### config.mk
export PLATFORM = sky130hd
export DESIGN_NAME = word_byte_unpacker
export DESIGN_NICKNAME = d
export VERILOG_FILES = /design/src/rtl/word_byte_unpacker.sv
export SDC_FILE = /design/constraint.sdc
export NUM_CORES = 1
export LEC_CHECK = 0
export ABC_CLOCK_PERIOD_IN_PS = 2500
export BUFFER_PORTS_ARGS = -buffer_cell sky130_fd_sc_hd__buf_2
export CAP_MARGIN = 20
export CORE_MARGIN = 3
export CORE_UTILIZATION = 48
export CTS_CLUSTER_DIAMETER = 30
export DETAILED_ROUTE_END_ITERATION = 12
export PLACE_DENSITY_LB_ADDON = 0.1
export RECOVER_POWER = 100
export SLEW_MARGIN = 20
export SYNTH_ARGS = -nofsm -noshare
export SYNTH_HDL_FRONTEND = slang
export SYNTH_SLANG_ARGS = --single-unit
### constraint.sdc
create_clock -name clk -period 2.5 [get_ports clk]
set_input_delay 0.25 -clock clk [delete_from_list [all_inputs] [get_ports clk]]
set_output_delay 0.25 -clock clk [all_outputs]
set_load 0.1 [all_outputs]
### src/rtl/word_byte_unpacker.sv
// word_byte_unpacker: streams the byte lanes selected by size/offset out of a
// 32-bit store word, one byte per cycle, little-endian, under valid/ready.
// Misaligned or reserved-size requests are dropped with a one-cycle err pulse.
module word_byte_unpacker #(
    parameter int WORD_W = 32,
    parameter int BYTE_W = 8
) (
    input  logic              clk,
    input  logic              rst,
    input  logic              in_valid,
    output logic              in_ready,
    input  logic [WORD_W-1:0] in_word,
    input  logic [1:0]        in_size,
    input  logic [1:0]        in_offset,
    output logic              out_valid,
    input  logic              out_ready,
    output logic [BYTE_W-1:0] out_byte,
    output logic [1:0]        out_lane,
    output logic              out_last,
    output logic              busy,
    output logic              err
);
    localparam int LANES = WORD_W / BYTE_W;

    typedef enum logic {IDLE, SEND} state_t;

    state_t                        state_q, state_d;
    logic [WORD_W-1:0]             word_q, word_d;
    logic [1:0]                    lane_q, lane_d;
    logic [2:0]                    rem_q, rem_d;
    logic                          err_q, err_d;
    logic                          legal;
    logic [2:0]                    count;
    logic [LANES-1:0][BYTE_W-1:0]  lanes;

    // Decode request size/offset into byte count and alignment legality.
    always_comb begin
        legal = 1'b0;
        count = 3'd0;
        case (in_size)
            2'b00: begin legal = 1'b1;               count = 3'd1; end
            2'b01: begin legal = ~in_offset[0];      count = 3'd2; end
            2'b10: begin legal = (in_offset == 2'd0); count = 3'd4; end
            default: ;
        endcase
    end

    // Next-state: accept in IDLE, walk lanes in SEND. Lane is not advanced on
    // the final byte so out_byte/out_lane keep showing it after the transfer.
    always_comb begin
        state_d = state_q;
        word_d  = word_q;
        lane_d  = lane_q;
        rem_d   = rem_q;
        err_d   = 1'b0;
        case (state_q)
            IDLE: begin
                if (in_valid) begin
                    if (legal) begin
                        word_d  = in_word;
                        lane_d  = in_offset;
                        rem_d   = count;
                        state_d = SEND;
                    end else begin
                        err_d = 1'b1;
                    end
                end
            end
            SEND: begin
                if (out_ready) begin
                    if (rem_q == 3'd1) begin
                        state_d = IDLE;
                    end else begin
                        lane_d = lane_q + 2'd1;
                    end
                    rem_d = rem_q - 3'd1;
                end
            end
            default: state_d = IDLE;
        endcase
    end

    // State registers with synchronous active-low reset; reset aborts a transfer.
    always_ff @(posedge clk) begin
        if (!rst) begin
            state_q <= IDLE;
            word_q  <= '0;
            lane_q  <= 2'd0;
            rem_q   <= 3'd0;
            err_q   <= 1'b0;
        end else begin
            state_q <= state_d;
            word_q  <= word_d;
            lane_q  <= lane_d;
            rem_q   <= rem_d;
            err_q   <= err_d;
        end
    end

    assign lanes     = word_q;
    assign in_ready  = (state_q == IDLE) & rst;
    assign out_valid = (state_q == SEND);
    assign busy      = (state_q == SEND);
    assign out_last  = (state_q == SEND) & (rem_q == 3'd1);
    assign out_byte  = lanes[lane_q];
    assign out_lane  = lane_q;
    assign err       = err_q;
endmodule
==> flow_summary.toml, run 1 <==
[global_routing]
antenna_found_initial = 0
grt_first_pass_wirelength_mm = 6.39
grt.overflow.total = 0
track_usage_pct = 16.0
grt_max_degree = 51
grt_pass1_vias = 1378

[worst_setup_path]
critical-path-slowest-cell = "dfxtp_1"
ff2ff_path_depth = 4
cp_max_fo = 6
path_cells = "buf_4 > mux4_2 > clkbuf_2"
crit_path_end_kind = "output port"
cpPeakStageDelay_ns = 0.51
cp.arrival_ns = 1.94
cp.required_ns = 2.25
critPathLaunchType = "flip-flop"
crit_type = "flip-flop to output port"

[floorplanning]
core_um2 = 3800
ios = 55
die_w_um = 69.9
start_util_pct = 51.5
die_h_um = 69.9
die_area_um2 = 4880
std_cell_rows = 22

[logic_synthesis]
synth_top_area_share_pct = 39.9
ys_ff_latch = 39
avgSynthCellArea_um2 = 9.45
ys_warn_count = 0
synth_flop_cell = "dfxtp_1"
synth.distinct_cells = 34
async_flop_share_pct = 0
synth_area_um2 = 1960
synthTopCellsByArea = "dfxtp_1 40%, mux2i_1 16%, nand2_1 13%, mux4_2 9.2%, buf_12 3.1%"
synth_most_common_cell = "nand2_1"
synth_commonest_cells = "68 x nand2_1, 39 x dfxtp_1, 32 x mux2i_1, 8 x clkbuf_1, 8 x mux4_2"
synth_edf_count = 0
yosysSeqAreaShare_pct = 39.9
syn_inst = 207
synth_top_cell_by_area = "dfxtp_1"
synth_nets = 249

[drt]
via_count = 1534
first_iter_violations = 112
drt-wirelength-per-cell_um = 12.8
via_per_inst = 5.03
postRouteAntennaNets = 0
dr.pass1.iters = 4
routed_wl_mm = 3.89
post-route-drc-count = 0

[finish]
final.fill_count = 359
syn2layout_area_growth_pct = 16.0
fin_nets = 298
num_antenna_cells = 0
regArea_um2 = 781
multi_input_area_um2 = 1030
drive_above_1_share_pct = 30.0

[timing]
maxSlewViolCount = 0
fin_crit_sh_pct = 87.6
whs_ns = 0.200
worstMarginPinSlew_ns = 1.20
timing.fmax_ghz = 0.456
fin_skew_ns = 0.00449
setup_viol_count_final = 0
layout_min_cycle_time_ns = 2.19
relSlewSlack_pct = 20.6
rsz0062_at_grt = "no"
setup_tns_ns = 0
finalHoldViolations = 0

[cts]
ctsResizeCount = 0
cts_tree = "built"
cts.clk_slew.worst_paths_ns = 0.08
cts_setup_buffers = 0
cts_root_buffer = "clkbuf_8"
clock-sinks = 39
cts_inserted_buffers = 5
clock_path_buffers = 2
cts_hold_buffers = 0
worstSkewPairLatency_ns = 0.29
htree_levels = 2

[placed_design]
gp_congestion = 0.882
port_buffers = 54
dp_hpwl_mm = 2.80

[min_path]
hold_path.class = "input port to flip-flop"
hold_depth = 3

[power]
max-vdd-ir-drop_mv = 0.334
p_leak_uw = 0.000971
power_density_nw_per_um2 = 647

[status]
status = "completed"

[job]
drv_cap = 0
## state kept, by name, summed over array words and instances, names as in the netlist
name / count
err: 1
rem_q: 3
lanes: 32
busy: 1
out_lane: 2
## kinds of logic after synthesis
logic type / Yosys count / synth area share [%]
buffers and inverters: 22 / 7.48
AO/OA/AOI/OAI: 19 / 7.61
multiplexers: 40 / 25.6
adder cells (fa/ha/maj): 2 / 1.28
flip-flops: 39 / 39.9
AND/OR/NAND/NOR: 85 / 18.2
## cells in the final DEF (no fill, tap or decap)
cell type | synthesis | routed
a22oi_2 | 1 | 1
nand2_1 | 68 | 68
o22ai_1 | 2 | 2
inv_1 | 6 | 6
mux2i_1 | 32 | 32
o221a_1 | 2 | 2
o31ai_1 | 1 | 1
o21a_1 | 1 | 1
a22o_1 | 1 | 1
o311a_1 | 1 | 1
clkbuf_2 | 0 | 12
nand3_2 | 1 | 1
a31oi_1 | 1 | 1
and3_2 | 1 | 1
clkbuf_8 | 0 | 5
o21ai_0 | 2 | 2
a32o_1 | 1 | 1
a21oi_1 | 3 | 3
ha_1 | 2 | 2
o21ai_2 | 1 | 1
buf_2 | 3 | 38
nand3_1 | 3 | 3
a2bb2oi_1 | 1 | 1
clkinv_2 | 0 | 3
nor2b_1 | 3 | 1
mux4_2 | 8 | 8
buf_4 | 1 | 2
nor2_1 | 5 | 5
dfxtp_1 | 39 | 39
a21oi_2 | 1 | 1
clkbuf_1 | 8 | 6
nor3_1 | 1 | 1
and2_4 | 1 | 1
nor2b_2 | 1 | 3
nand3b_1 | 1 | 1
## final cells by class
cell class                 count  share of cell area [%]
tap                           48                    2.65
clock inverter                 3                   0.662
multi-input combinational    146                    45.6
timing repair buffer          58                    12.7
inverter                       6                   0.992
clock buffer                   5                    3.03
sequential                    39                    34.4
## worst max-delay path, delay by kind of cell, from the launching register on
kind | cells | cell delay [ns]
buffers and inverters | 2 | 0.62
DFF | 1 | 0.51
muxes | 1 | 0.51
## metal layers
metal / GRT usage (%) / part of all wire [%] / vias to the layer above
met5: 0 / 0 / -
met4: 5.11 / 0.92 / 0
met3: 4.17 / 5.7 / 7
met2: 23.6 / 44 / 44
met1: 22.8 / 49 / 682
li1: - / - / 801
## stage by stage
stage,power [uW],instances,utilization [%],worst slack (ns),instance area (um2)
6_report,1470,305,59.7,0.309,2270
5_1_grt,1540,305,59.7,0.159,2270
4_1_cts,1500,305,60.2,0.345,2290
3_5_place_dp,1080,297,58.0,0.642,2200
3_3_place_gp,1080,297,58.0,0.642,2200
2_1_floorplan,1020,207,-,0.104,1960
## where the power goes
group / internal [uW] / total [uW] / leakage (uW) / switching, uW
sequential: 661 / 694 / 0.000319 / 33.0
combinational: 120 / 370 / 0.000604 / 250
clock: 191 / 405 / 0.0000477 / 214
total: 971 / 1470 / 0.000971 / 497
## path summary, 6_finish.rpt
kind	to	slack, ns	start
setup / recovery	out_byte[0]	0.31	out_lane[1]
hold / removal	lanes[20]	0.20	in_word[20]
hold reg to reg	lanes[27]	0.45	lanes[27]
setup reg to reg	lanes[6]	0.34	busy
(Power assumes the default switching activity.)
==> inputs of run 2 (changes only) <==
--- a/config.mk
+++ b/config.mk
@@ -10,4 +10,3 @@
 export CAP_MARGIN = 20
-export CORE_MARGIN = 3
-export CORE_UTILIZATION = 48
+export CORE_UTILIZATION = 45
 export CTS_CLUSTER_DIAMETER = 30
==> constraint.sdc (replaced) <==
create_clock -name clk -period 2.5 [get_ports clk]
set_input_delay 0.375 -clock clk [delete_from_list [all_inputs] [get_ports clk]]
set_output_delay 0.375 -clock clk [all_outputs]
set_load 0.1 [all_outputs]
==> flow_summary.toml, run 2 (same netlist as run 1, synthesis figures left out) <==
[finish]
largest_reg_flops = 32
final_common_cell = "nand2_1"
layout_common_cells = "68 x nand2_1, 39 x buf_2, 38 x dfxtp_1, 32 x mux2i_1, 11 x clkbuf_2"
drive_above_1_share_pct = 29.2
num_antenna_cells = 0
syn2layout_area_growth_pct = 16.6
fin_cells = 307
fin_nets = 298
final_util_pct = 55.8

[placed_design]
dp_hpwl_mm = 2.60
gp_congestion = 0.795
port_buffers = 54
dp.cells = 299

[floorplanning]
std_cell_rows = 23
die_w_um = 67.9
ios = 55
die_area_um2 = 4620
start_util_pct = 47.9
die_h_um = 67.9
core_um2 = 4090

[worst_setup_path]
rr_startpoint = "busy"
cp_max_fo = 11
worstSetupStartpoint = "out_lane[1]"
critPathLaunchType = "flip-flop"
cp.arrival_ns = 1.79
reg2reg_setup_slack_ns = 0.34
critical_path_buf_inv_count = 1
path_cells = "mux4_2 > clkbuf_2"
r2r-end = "lanes[31]"
crit_family = "flip-flops"
ff2ff_path_depth = 5
critical-path-slowest-cell = "dfxtp_2"
crit_path_end_kind = "output port"
cp.required_ns = 2.12
cpPeakStageDelay_ns = 0.56
crit_type = "flip-flop to output port"

[min_path]
whs_endpoint = "lanes[27]"
hold_path.class = "input port to flip-flop"
hold_depth = 3
hp-start = "in_word[27]"

[power]
power_density_nw_per_um2 = 648
p_total_uw = 1480
max-vdd-ir-drop_mv = 0.343
p_seq_share_pct = 46.9
p_comb_share_pct = 25.2
swShare_pct = 33.9
p_leak_uw = 0.000979
switching_power_uw = 501
power_frac_clock_pct = 27.9
intPower_uw = 978

[cts]
cts_setup_buffers = 0
htree_levels = 2
ctsResizeCount = 0
cts.clk_slew.worst_paths_ns = 0.08
cts_root_buffer = "clkbuf_8"
clock-sinks = 39
cts_hold_buffers = 0
worstSkewPairLatency_ns = 0.29
cts_tree = "built"
cts_inserted_buffers = 5
clock_path_buffers = 2

[drt]
postRouteAntennaNets = 0
first_iter_violations = 66
via_per_inst = 5.07
routed_wl_mm = 3.88
drt-wirelength-per-cell_um = 12.6
via_count = 1555
dr.pass1.iters = 4
post-route-drc-count = 0

[timing]
timing.fmax_ghz = 0.461
maxSlewViolCount = 0
rsz0062_at_grt = "no"
finalHoldViolations = 0
relSlewSlack_pct = 22.7
setup_viol_count_final = 0
setup_tns_ns = 0
fin_crit_sh_pct = 86.8
layout_min_cycle_time_ns = 2.17
fin_skew_ns = 0.00609
worstMarginPinSlew_ns = 1.16

[global_routing]
antenna_found_initial = 0
track_usage_pct = 17.4
grt_max_degree = 44
grt.overflow.total = 0
grt_first_pass_wirelength_mm = 5.93
grt_pass1_vias = 1368

[job]
drv_cap = 0

[status]
status = "completed"
[run 2: how the worst max path moves through the flow]
stage,to,depth (start not counted),slack (ns)
6_report,out_byte[0],2,0.33
3_3_place_gp,out_byte[4],2,0.73
2_1_floorplan,out_last,3,0.03
5_1_grt,lanes[31],5,0.16
4_1_cts,out_byte[1],2,0.38
3_5_place_dp,out_byte[0],2,0.71
[run 2: routing by layer]
| layer | GRT usage [%] | up-vias | share of wire (%) |
|---|---|---|---|
| met1 | 22.9 | 698 | 49 |
| met5 | 0 | - | 0 |
| met4 | 6.25 | 0 | 1.3 |
| met2 | 27.2 | 49 | 44 |
| met3 | 4.33 | 6 | 5.2 |
| li1 | - | 802 | - |
[run 2: worst min-delay path: cells and delay by family]
family        cells  cell delay, ns
buf+inv           1            0.09
mux               1            0.05
simple gates      1            0.04
[run 2: cell type report]
| type | count | area [um2] |
|---|---|---|
| clock buffers | 6 | 72.6 |
| repair buffers | 58 | 300 |
| inverters | 6 | 22.5 |
| fillers | 401 | 1800 |
| well taps | 50 | 62.6 |
| flip-flops and latches | 39 | 782 |
| multi-input cells | 146 | 1030 |
| clock inverters | 2 | 12.5 |
[run 2: power groups by stage]
stage / Sequential [uW] / Clock [uW] / Combinational, uW
2_1_floorplan: 728 / 0 / 289
3_3_place_gp: 708 / 0 / 383
3_5_place_dp: 708 / 0 / 385
4_1_cts: 694 / 426 / 385
5_1_grt: 700 / 446 / 398
6_report: 694 / 413 / 372
[run 2: through the flow]
step	hold WS [ns]	worst slack [ns]	instance area (um2)
2_1_floorplan	0.432	0.0255	1960
3_3_place_gp	0.444	0.725	2230
3_5_place_dp	0.447	0.711	2230
4_1_cts	0.312	0.385	2320
5_1_grt	0.319	0.157	2280
6_report	0.318	0.330	2280
